<file path="src/rtl/lcd_write_sequencer.sv">
// lcd_write_sequencer
//   Drives a character LCD in 4-bit mode. After reset it waits for the panel's
//   power-up time, sends the four-nibble init sequence (3,3,3,2), then accepts
//   byte writes (command or character data) over a valid/ready handshake.
//   Each byte is sent as a high nibble and then a low nibble. Every nibble is
//   strobed in three phases: setup (e=0), pulse (e=1) and hold (e=0). After
//   the second nibble the block waits for the LCD to finish the command.
//
//   Handshake: a byte transfers on the rising clock edge where
//   req_valid & req_ready are both 1. req_ready is 1 only in IDLE. The
//   requester keeps req_valid, req_rs and req_data stable until that edge.
//
// Ports
//   clk, rst         clock; asynchronous active-high reset
//   req_valid/ready  byte write handshake
//   req_rs           0 = command, 1 = character data
//   req_data         byte to write
//   init_done        1 once the power-on init has finished (until reset)
//   sf_e             StrataFlash disable, tied to 1
//   e, rs, rw        LCD enable strobe, register select, read/write (tied 0)
//   d, c, b, a       LCD data nibble, bit 3 down to bit 0
//   dbg_state        current FSM state, for observation only
module lcd_write_sequencer #(
  parameter int T_PWRUP  = 750000,
  parameter int T_INIT1  = 205000,
  parameter int T_INIT2  = 5000,
  parameter int T_SETUP  = 2,
  parameter int T_EPULSE = 12,
  parameter int T_HOLD   = 1,
  parameter int T_GAP    = 50,
  parameter int T_CMD    = 2000,
  parameter int T_CLEAR  = 82000
) (
  input  logic       clk,
  input  logic       rst,
  input  logic       req_valid,
  output logic       req_ready,
  input  logic       req_rs,
  input  logic [7:0] req_data,
  output logic       init_done,
  output logic       sf_e,
  output logic       e,
  output logic       rs,
  output logic       rw,
  output logic       d,
  output logic       c,
  output logic       b,
  output logic       a,
  output logic [2:0] dbg_state
);

  function automatic int max_of(input int x, input int y);
    return (x > y) ? x : y;
  endfunction

  localparam int T_MAX = max_of(max_of(max_of(T_PWRUP, T_INIT1), max_of(T_INIT2, T_SETUP)),
                                max_of(max_of(T_EPULSE, T_HOLD), max_of(max_of(T_GAP, T_CMD), T_CLEAR)));
  localparam int CW = $clog2(T_MAX + 1);

  // A state that must last N clocks is entered with the counter at N-1 and
  // left on the clock where the counter reads zero.
  localparam logic [CW-1:0] L_PWRUP  = CW'(T_PWRUP - 2);
  localparam logic [CW-1:0] L_INIT1  = CW'(T_INIT1 - 1);
  localparam logic [CW-1:0] L_INIT2  = CW'(T_INIT2 - 1);
  localparam logic [CW-1:0] L_SETUP  = CW'(T_SETUP - 1);
  localparam logic [CW-1:0] L_EPULSE = CW'(T_EPULSE - 1);
  localparam logic [CW-1:0] L_HOLD   = CW'(T_HOLD - 1);
  localparam logic [CW-1:0] L_GAP    = CW'(T_GAP - 1);
  localparam logic [CW-1:0] L_CMD    = CW'(T_CMD - 1);
  localparam logic [CW-1:0] L_CLEAR  = CW'(T_CLEAR - 1);

  typedef enum logic [2:0] {
    S_PWR_WAIT  = 3'd0,
    S_NIB_SETUP = 3'd1,
    S_NIB_HIGH  = 3'd2,
    S_NIB_HOLD  = 3'd3,
    S_INIT_WAIT = 3'd4,
    S_IDLE      = 3'd5,
    S_GAP       = 3'd6,
    S_BUSY      = 3'd7
  } state_t;

  state_t        state_q, state_d;
  logic [CW-1:0] cnt_q, cnt_d;
  logic          armed_q, armed_d;      // power-up wait has loaded the counter
  logic [1:0]    step_q, step_d;        // index of the init nibble in flight
  logic          low_q, low_d;          // the low nibble of a byte is in flight
  logic          clr_q, clr_d;          // current byte needs the long busy wait
  logic [3:0]    lo_q, lo_d;            // low nibble waiting to be sent
  logic          init_done_q, init_done_d;
  logic          e_q, e_d;
  logic          rs_q, rs_d;
  logic [3:0]    nib_q, nib_d;
  logic          cnt_zero;

  assign cnt_zero = (cnt_q == '0);

  always_ff @(posedge clk or posedge rst) begin
    if (rst) begin
      state_q     <= S_PWR_WAIT;
      cnt_q       <= '0;
      armed_q     <= 1'b0;
      step_q      <= 2'd0;
      low_q       <= 1'b0;
      clr_q       <= 1'b0;
      lo_q        <= 4'h0;
      init_done_q <= 1'b0;
      e_q         <= 1'b0;
      rs_q        <= 1'b0;
      nib_q       <= 4'h0;
    end else begin
      state_q     <= state_d;
      cnt_q       <= cnt_d;
      armed_q     <= armed_d;
      step_q      <= step_d;
      low_q       <= low_d;
      clr_q       <= clr_d;
      lo_q        <= lo_d;
      init_done_q <= init_done_d;
      e_q         <= e_d;
      rs_q        <= rs_d;
      nib_q       <= nib_d;
    end
  end

  always_comb begin
    state_d     = state_q;
    cnt_d       = cnt_zero ? cnt_q : cnt_q - CW'(1);
    armed_d     = armed_q;
    step_d      = step_q;
    low_d       = low_q;
    clr_d       = clr_q;
    lo_d        = lo_q;
    init_done_d = init_done_q;
    rs_d        = rs_q;
    nib_d       = nib_q;

    unique case (state_q)
      S_PWR_WAIT: begin
        // The counter comes out of reset cleared, so the first cycle of the
        // power-up wait loads it and the remaining T_PWRUP-1 cycles count down.
        if (!armed_q) begin
          armed_d = 1'b1;
          cnt_d   = L_PWRUP;
        end else if (cnt_zero) begin
          state_d = S_NIB_SETUP;
          cnt_d   = L_SETUP;
          step_d  = 2'd0;
          rs_d    = 1'b0;
          nib_d   = 4'h3;
        end
      end
      S_NIB_SETUP: begin
        if (cnt_zero) begin
          state_d = S_NIB_HIGH;
          cnt_d   = L_EPULSE;
        end
      end
      S_NIB_HIGH: begin
        if (cnt_zero) begin
          state_d = S_NIB_HOLD;
          cnt_d   = L_HOLD;
        end
      end
      S_NIB_HOLD: begin
        if (cnt_zero) begin
          if (!init_done_q) begin
            state_d = S_INIT_WAIT;
            cnt_d   = (step_q == 2'd0) ? L_INIT1 :
                      (step_q == 2'd3) ? L_CMD : L_INIT2;
          end else if (!low_q) begin
            state_d = S_GAP;
            cnt_d   = L_GAP;
          end else begin
            state_d = S_BUSY;
            cnt_d   = clr_q ? L_CLEAR : L_CMD;
          end
        end
      end
      S_INIT_WAIT: begin
        if (cnt_zero) begin
          if (step_q == 2'd3) begin
            state_d     = S_IDLE;
            init_done_d = 1'b1;
            rs_d        = 1'b0;
            nib_d       = 4'h0;
          end else begin
            state_d = S_NIB_SETUP;
            cnt_d   = L_SETUP;
            step_d  = step_q + 2'd1;
            nib_d   = (step_q == 2'd2) ? 4'h2 : 4'h3;
          end
        end
      end
      S_IDLE: begin
        if (req_valid) begin
          state_d = S_NIB_SETUP;
          cnt_d   = L_SETUP;
          low_d   = 1'b0;
          rs_d    = req_rs;
          nib_d   = req_data[7:4];
          lo_d    = req_data[3:0];
          // Clear display / return home take much longer than other commands.
          clr_d   = !req_rs && (req_data == 8'h01 || req_data == 8'h02 || req_data == 8'h03);
        end
      end
      S_GAP: begin
        if (cnt_zero) begin
          state_d = S_NIB_SETUP;
          cnt_d   = L_SETUP;
          low_d   = 1'b1;
          nib_d   = lo_q;
        end
      end
      S_BUSY: begin
        if (cnt_zero) begin
          state_d = S_IDLE;
          rs_d    = 1'b0;
          nib_d   = 4'h0;
        end
      end
      default: begin
        state_d = S_PWR_WAIT;
      end
    endcase

    // Registered strobe follows the pulse state exactly, without decode glitches.
    e_d = (state_d == S_NIB_HIGH);
  end

  assign req_ready    = (state_q == S_IDLE);
  assign init_done    = init_done_q;
  assign sf_e         = 1'b1;
  assign rw           = 1'b0;
  assign e            = e_q;
  assign rs           = rs_q;
  assign {d, c, b, a} = nib_q;
  assign dbg_state    = state_q;

endmodule
</file>
<file path="config.mk">
export PLATFORM = sky130hd
export DESIGN_NAME = lcd_write_sequencer
export DESIGN_NICKNAME = d
export VERILOG_FILES = /design/src/rtl/lcd_write_sequencer.sv
export SDC_FILE = /design/constraint.sdc
export NUM_CORES = 1
export LEC_CHECK = 0
export CAP_MARGIN = 20
export CORE_AREA = 2 2 77 79
export DETAILED_ROUTE_END_ITERATION = 16
export DIE_AREA = 0 0 79 81
export GPL_TIMING_DRIVEN = 0
export PLACE_DENSITY = 0.73
export SLEW_MARGIN = 10
export SYNTH_ARGS = -nofsm -noshare
export SYNTH_HDL_FRONTEND = slang
export SYNTH_SLANG_ARGS = --single-unit
export TNS_END_PERCENT = 100
</file>
<file path="constraint.sdc">
create_clock -name clk -period 4 [get_ports clk]
set_clock_uncertainty 0.05 [all_clocks]
set_input_delay 1 -clock clk [delete_from_list [all_inputs] [get_ports clk]]
set_output_delay 1 -clock clk [all_outputs]
set_load 0.01 [all_outputs]
</file>
==> flow_metrics.env, run 1 <==
export IMPL_status="completed"
export IMPL_post_cts_buffers=0
export IMPL_vias_per_cell=6.15
export IMPL_drt_iter0_markers=355
export IMPL_syn_area_mm2=0.00274
export IMPL_cp_arrival_ns=2.32
export IMPL_fmax_mhz=297
export IMPL_cts_sinks=39
export IMPL_hpwl_um=5580
export IMPL_topRoutingLayerUsed="met4"
export IMPL_syn_area_per_cell_um2=8.64
export IMPL_cpMaxStageDelayCell="clkdlybuf4s50_1"
export IMPL_met2_length_um=3670
export IMPL_grt_ovfl_total=0
export IMPL_drive_above_1_share_pct=12.1
export IMPL_grt_pass1_vias=2498
export IMPL_endpoint_kind="output port"
export IMPL_dieArea_mm2=0.00640
export IMPL_rrSetupSlack_ns=1.19
export IMPL_grt_antenna_before_repair=0
export IMPL_clkTransAtPathRegs_ns=0.08
export IMPL_area_growth_pct=15.9
export IMPL_r2r_start="cnt_q[2]$_DFF_PP0_"
export IMPL_start_util_pct=48.2
export IMPL_grt_max_degree=22
export IMPL_hold_start="rs$_DFFE_PP0P_"
export IMPL_cts_hold_buf=0
export IMPL_clockBufferDepth=2
export IMPL_vias=2596
export IMPL_start_kind="flop"
export IMPL_met3_length_um=611
export IMPL_r2r_end="cnt_q[0]$_DFF_PP0_"
export IMPL_final_nets=366
export IMPL_finalPower_uw=726
export IMPL_holdPathStages=1
export IMPL_firstDrtPassIters=5
export IMPL_grt_use_total_pct=25.1
export IMPL_fp_dieH_um=81
export IMPL_worst_pin_slew_ns=1.04
export IMPL_crit_type="flop to output port"
export IMPL_power_density_mw_per_mm2=229
export IMPL_clock_latency_ns=0.30
export IMPL_yosys_warnings=0
export IMPL_cts_resized=0
export IMPL_core_area_mm2=0.00568
export IMPL_cts_root_buf="clkbuf_8"
export IMPL_max_cap_viol_count=0
export IMPL_r2r_cells=9
export IMPL_hold_class="flop to flop"
export IMPL_synth_seq_cells=39
export IMPL_h_tree_depth=2
export IMPL_rsz0062_at_grt="false"
export IMPL_gp_congestion=0.924
export IMPL_drc_errors=0
export IMPL_cts_inserted_buffers=5
export IMPL_diodes=0
export IMPL_min_period_over_period_pct=84.3
export IMPL_synthFlopType="dfrtp_1"
export IMPL_synthCells=317
export IMPL_slew_violations=0
export IMPL_hold_viol_final=0
export IMPL_ant_nets=0
export IMPL_wl_um=7570
export IMPL_synth_seq_area_share_pct=35.6
export IMPL_crit_required_ns=2.95
export IMPL_synth_distinct_cells=56
export IMPL_cts_tree="built"
export IMPL_syn_nets=337
export IMPL_floorplan_rows=28
export IMPL_leakagePower_nw=1.19
export IMPL_critPathMaxStageDelay_ns=0.66
export IMPL_min_period_ns=3.37
export IMPL_setup_viol=0
export IMPL_synthArstFlopShare_pct=100
export IMPL_min_to="rs$_DFFE_PP0P_"
export IMPL_path_max_fanout=10
export IMPL_finalSetupTns_ns=0
export IMPL_irDropWorstVdd_mv=0.172
export IMPL_wire_per_inst_um=17.9
export IMPL_slew_headroom_pct=30.6
export IMPL_synth_edff_count=0
export IMPL_wl_met1_um=3240
export IMPL_crit_chain="buf_2 -> nand2_1 -> nor2_1 -> clkdlybuf4s50_1"
export IMPL_grt_pass1_wl_um=12500
export IMPL_port_buffer_count=21
export IMPL_die_w_um=79
export IMPL_pin_count=25
## per-stage QoR
step / instance area [um2] / instances / utilization (%) / hold WS, ns / worst slack (ns)
floorplan: 2740 / 317 / - / 0.430 / 1.60
global placement: 3040 / 413 / 53.6 / 0.436 / 0.982
detailed placement: 3070 / 414 / 54.1 / 0.440 / 0.983
CTS: 3170 / 422 / 55.9 / 0.463 / 0.642
global route: 3170 / 422 / 55.9 / 0.473 / 0.536
finish: 3170 / 422 / 55.9 / 0.459 / 0.630
## cell families (layout without fill, tap and decap cells)
logic type / count (synthesis) / in the layout / synth area share, %
compound gates: 104 / 104 / 24.5
xor+xnor: 14 / 14 / 4.48
fa+ha+maj: 8 / 8 / 3.66
buf+inv: 35 / 65 / 5.44
flops: 39 / 39 / 35.6
mux: 11 / 11 / 4.98
other cells: 2 / 2 / 0.274
simple gates: 104 / 104 / 21.0
## power by group
part	switching, mW	internal (mW)
Sequential	0	0.394
Clock	0.149	0.157
Combinational	0.0134	0.0136
## worst max path at each step
stage                           start  slack (ns)  cells after the start                  to
2_1_floorplan               req_valid        1.60                      4  cnt_q[4]$_DFF_PP0_
3_3_place_gp   dbg_state[2]$_DFF_PP0_        0.98                      4           req_ready
3_5_place_dp   dbg_state[2]$_DFF_PP0_        0.98                      4           req_ready
4_1_cts        dbg_state[2]$_DFF_PP0_        0.64                      4           req_ready
5_1_grt        dbg_state[2]$_DFF_PP0_        0.54                      4           req_ready
6_report       dbg_state[2]$_DFF_PP0_        0.63                      4           req_ready
## cell type report
cell class / count / area [um2]
Timing Repair Buffer: 22 / 238
Multi-Input combinational cell: 243 / 1610
Fill cell: 542 / 2500
Tap cell: 75 / 93.8
Buffer: 23 / 104
Inverter: 12 / 45.0
Sequential cell: 39 / 976
Clock buffer: 7 / 96.3
Clock inverter: 1 / 7.51
## cells in the mapped netlist, drive strengths merged (5+ instances only)
library cell	n	area, um2
a211oi	5	37.5
a21oi	25	125
a31oi	9	56.3
buf	11	58.8
clkbuf	12	45.0
dfrtp	39	976
ha	8	100
inv	12	45.0
mux2	9	116
nand2	23	86.3
nand3	10	60.1
nor2	25	101
nor3	10	50.1
nor4	8	86.3
o21ai	31	155
o22ai	6	37.5
xnor2	10	87.6
## critical path, delay by kind of cell, from the launching register on
family,cells,cell delay [ns]
DFF,1,0.36
buffers and inverters,2,0.90
and+or+nand+nor,2,0.75
## placed cells by master, fill, tap and decap left out, types with 3 or more instances in the layout
cell,netlist,routed
nand2b_1,4,4
a32o_1,3,3
a211oi_1,5,5
nand4_1,3,3
inv_1,11,10
a2111oi_2,3,3
buf_4,3,3
mux2_4,4,4
xnor2_1,10,10
buf_1,3,3
nor2_1,24,24
xor2_1,4,4
a31oi_1,9,9
a21o_1,3,3
o22ai_1,6,6
or2_2,3,3
and3_1,3,3
nor4_1,5,5
mux2_2,5,5
clkbuf_8,0,7
clkbuf_1,12,12
ha_1,8,8
dfrtp_1,39,39
a21oi_1,25,25
nand3b_1,3,3
clkdlybuf4s50_1,0,21
nor3_1,10,10
a22o_1,3,3
nand3_1,8,8
o211ai_1,3,3
a221oi_1,4,4
nor2b_1,3,3
buf_2,5,5
o21ai_0,31,31
nand2_1,23,23
## layer usage
metal / track usage, % / up-vias
li1: - / 1216
met1: 34.4 / 1240
met2: 42.1 / 134
met3: 4.33 / 6
met4: 5.34 / 0
met5: 0 / -
## state kept, by name, summed over array words and instances, names as in the netlist
register and flops:
armed_q 1, clr_q 1, cnt_q 20, dbg_state 3, e 1, init_done 1, lo_q 4, low_q 1
nib_q 4, rs 1, step_q 2
Power figures use the tool's default switching activity.
==> run 2: changes to the inputs <==
- clock period: 4 -> 3.3 ns (I/O delays scaled with it)
==> results of run 2 <==
The final DEF is identical to that of run 1. Status: completed.
Main changes from that run: setup slack after placement 0.983 ns -> 0.458 ns; setup slack after layout 0.630 ns -> 0.105 ns; register-to-register setup slack 1.19 ns -> 0.49 ns; total power 0.726 mW -> 0.880 mW; worst IR drop on VDD 0.172 mV -> 0.208 mV
==> run 3: changes to the inputs <==
- MAX_ROUTING_LAYER: unset -> met4
==> run 3 against run 2 <==
Non-clock buffer count did not move. Power fell by 5.4%. Sequential power barely moved. Combinational power barely moved. Largest power group unchanged. Register-to-register slack barely moved. Count of clock-buffer cells in the layout did not move. Sequential share of layout area rose by 0.20 points. Cell count did not move. Fmax rose by 5.8%. Routed wire length rose by 1.1%. Critical path type unchanged.
==> flow_metrics.env, run 3 (synthesized netlist as in run 1, its figures left out) <==
export IMPL_area_growth_pct=15.2
export IMPL_hold_ws_ns=0.452
export IMPL_finalSetupTns_ns=0
export IMPL_mostFrequentLayoutCells="dfrtp_1 (39), o21ai_0 (31), a21oi_1 (25)"
export IMPL_r2r_start="cnt_q[2]$_DFF_PP0_"
export IMPL_vias=2666
export IMPL_cts_sinks=39
export IMPL_ant_nets=0
export IMPL_dieArea_mm2=0.00640
export IMPL_fin_area_mm2=0.00315
export IMPL_hpwl_um=5560
export IMPL_post_cts_buffers=0
export IMPL_clock_latency_ns=0.29
export IMPL_crit_path_start="dbg_state[2]$_DFF_PP0_"
export IMPL_p_int_uw=643
export IMPL_path_max_fanout=10
export IMPL_cts_resized=0
export IMPL_grt_pass1_wl_um=12300
export IMPL_cts_root_buf="clkbuf_8"
export IMPL_grt_max_degree=23
export IMPL_min_period_over_period_pct=91.5
export IMPL_critPathMaxStageDelay_ns=0.62
export IMPL_status="completed"
export IMPL_gp_congestion=0.941
export IMPL_drc_errors=0
export IMPL_crit_chain="buf_2 -> nand2_1 -> nor2_2 -> clkdlybuf4s50_1"
export IMPL_switching_share_pct=22.8
export IMPL_crit_type="flop to output port"
export IMPL_h_tree_depth=2
export IMPL_hold_viol_final=0
export IMPL_min_period_ns=3.02
export IMPL_largest_reg_flops=20
export IMPL_cpMaxStageDelayCell="clkdlybuf4s50_1"
export IMPL_wire_per_inst_um=18.1
export IMPL_largest_register="cnt_q"
export IMPL_grt_pass1_vias=2422
export IMPL_vias_per_cell=6.32
export IMPL_slew_violations=0
export IMPL_drive_above_1_share_pct=11.8
export IMPL_wl_um=7660
export IMPL_die_w_um=79
export IMPL_floorplan_rows=28
export IMPL_hold_start="rs$_DFFE_PP0P_"
export IMPL_firstDrtPassIters=6
export IMPL_start_kind="flop"
export IMPL_seq_power_share_pct=57.3
export IMPL_cts_inserted_buffers=5
export IMPL_endpoint_kind="output port"
export IMPL_final_common_cell="dfrtp_1"
export IMPL_path_delay_family="buffers and inverters"
export IMPL_irDropWorstVdd_mv=0.155
export IMPL_p_comb_share_pct=4.0
export IMPL_power_density_mw_per_mm2=264
export IMPL_netSwitchingPower_uw=190
export IMPL_rsz0062_at_grt="false"
export IMPL_power_frac_clock_pct=38.7
export IMPL_crit_required_ns=2.42
export IMPL_final_nets=366
export IMPL_diodes=0
export IMPL_critPathBufInv=2
export IMPL_clockBufferDepth=2
export IMPL_max_cap_viol_count=0
export IMPL_cp_arrival_ns=2.14
export IMPL_setup_viol=0
export IMPL_port_buffer_count=21
export IMPL_leakagePower_nw=1.18
export IMPL_placed_cell_area_mm2=0.00307
export IMPL_grt_ovfl_total=0
export IMPL_core_area_mm2=0.00568
export IMPL_grt_antenna_before_repair=0
export IMPL_slew_headroom_pct=29.6
export IMPL_fmax_mhz=331
export IMPL_hold_class="flop to flop"
export IMPL_fp_dieH_um=81
export IMPL_worst_pin_slew_ns=1.05
export IMPL_clkTransAtPathRegs_ns=0.08
export IMPL_start_util_pct=48.2
export IMPL_grt_use_total_pct=25.6
export IMPL_cts_hold_buf=0
export IMPL_reg_top3="cnt_q x20, lo_q x4, nib_q x4"
export IMPL_pin_count=25
export IMPL_drt_iter0_markers=298
export IMPL_cts_tree="built"
run 3: metal layers:
metal  vias up  global-route usage [%]  part of all wire (%)
met1      1261                    34.2                    43
met5         -                       -                     0
met4         0                    11.0                   2.9
met3        22                    3.56                   8.6
met2       162                    39.2                    46
li1       1221                       -                     -
run 3: power groups by stage:
| stage | combinational [mW] | clock (mW) | sequential (mW) |
|---|---|---|---|
| 6_report | 0.0331 | 0.322 | 0.477 |
| 5_1_grt | 0.0373 | 0.347 | 0.477 |
| 3_3_place_gp | 0.0295 | 0 | 0.487 |
| 4_1_cts | 0.0342 | 0.328 | 0.477 |
| 3_5_place_dp | 0.0341 | 0 | 0.487 |
| 2_1_floorplan | 0.0123 | 0 | 0.487 |
run 3: worst paths after layout:
| path | to | slack (ns) | depth (start not counted) |
|---|---|---|---|
| max | req_ready | 0.28 | 4 |
| min | rs$_DFFE_PP0P_ | 0.45 | 1 |
| max reg2reg | cnt_q[0]$_DFF_PP0_ | 0.49 | 9 |
| min reg2reg | rs$_DFFE_PP0P_ | 0.45 | 1 |
| max in group asynchronous | armed_q$_DFFE_PP0P_ | 1.94 | 3 |
| min in group asynchronous | cnt_q[14]$_DFF_PP0_ | 0.80 | 2 |
run 3: area by class of cell:
type | count | area, um2
Buffer | 23 | 104
Fill cell | 551 | 2520
Clock inverter | 1 | 5.00
Tap cell | 75 | 93.8
Clock buffer | 7 | 76.3
Timing Repair Buffer | 22 | 238
Multi-Input combinational cell | 243 | 1620
Inverter | 12 | 45.0
Sequential cell | 39 | 976
run 3: worst register-to-register path, delay by kind of cell (launching register included):
family / cells / cell delay, ns
simple gates: 4 / 1.24
compound gates: 2 / 0.39
flops: 1 / 0.37
fa+ha+maj: 1 / 0.34
buf+inv: 2 / 0.31
run 3: stage by stage:
step	power (mW)	instances	util [%]	setup slack, ns
finish	0.833	422	55.6	0.280
global route	0.861	422	55.6	0.200
CTS	0.840	422	55.5	0.121
detailed placement	0.521	414	54.1	0.468
global placement	0.516	413	53.6	0.428
floorplan	0.499	317	-	0.976
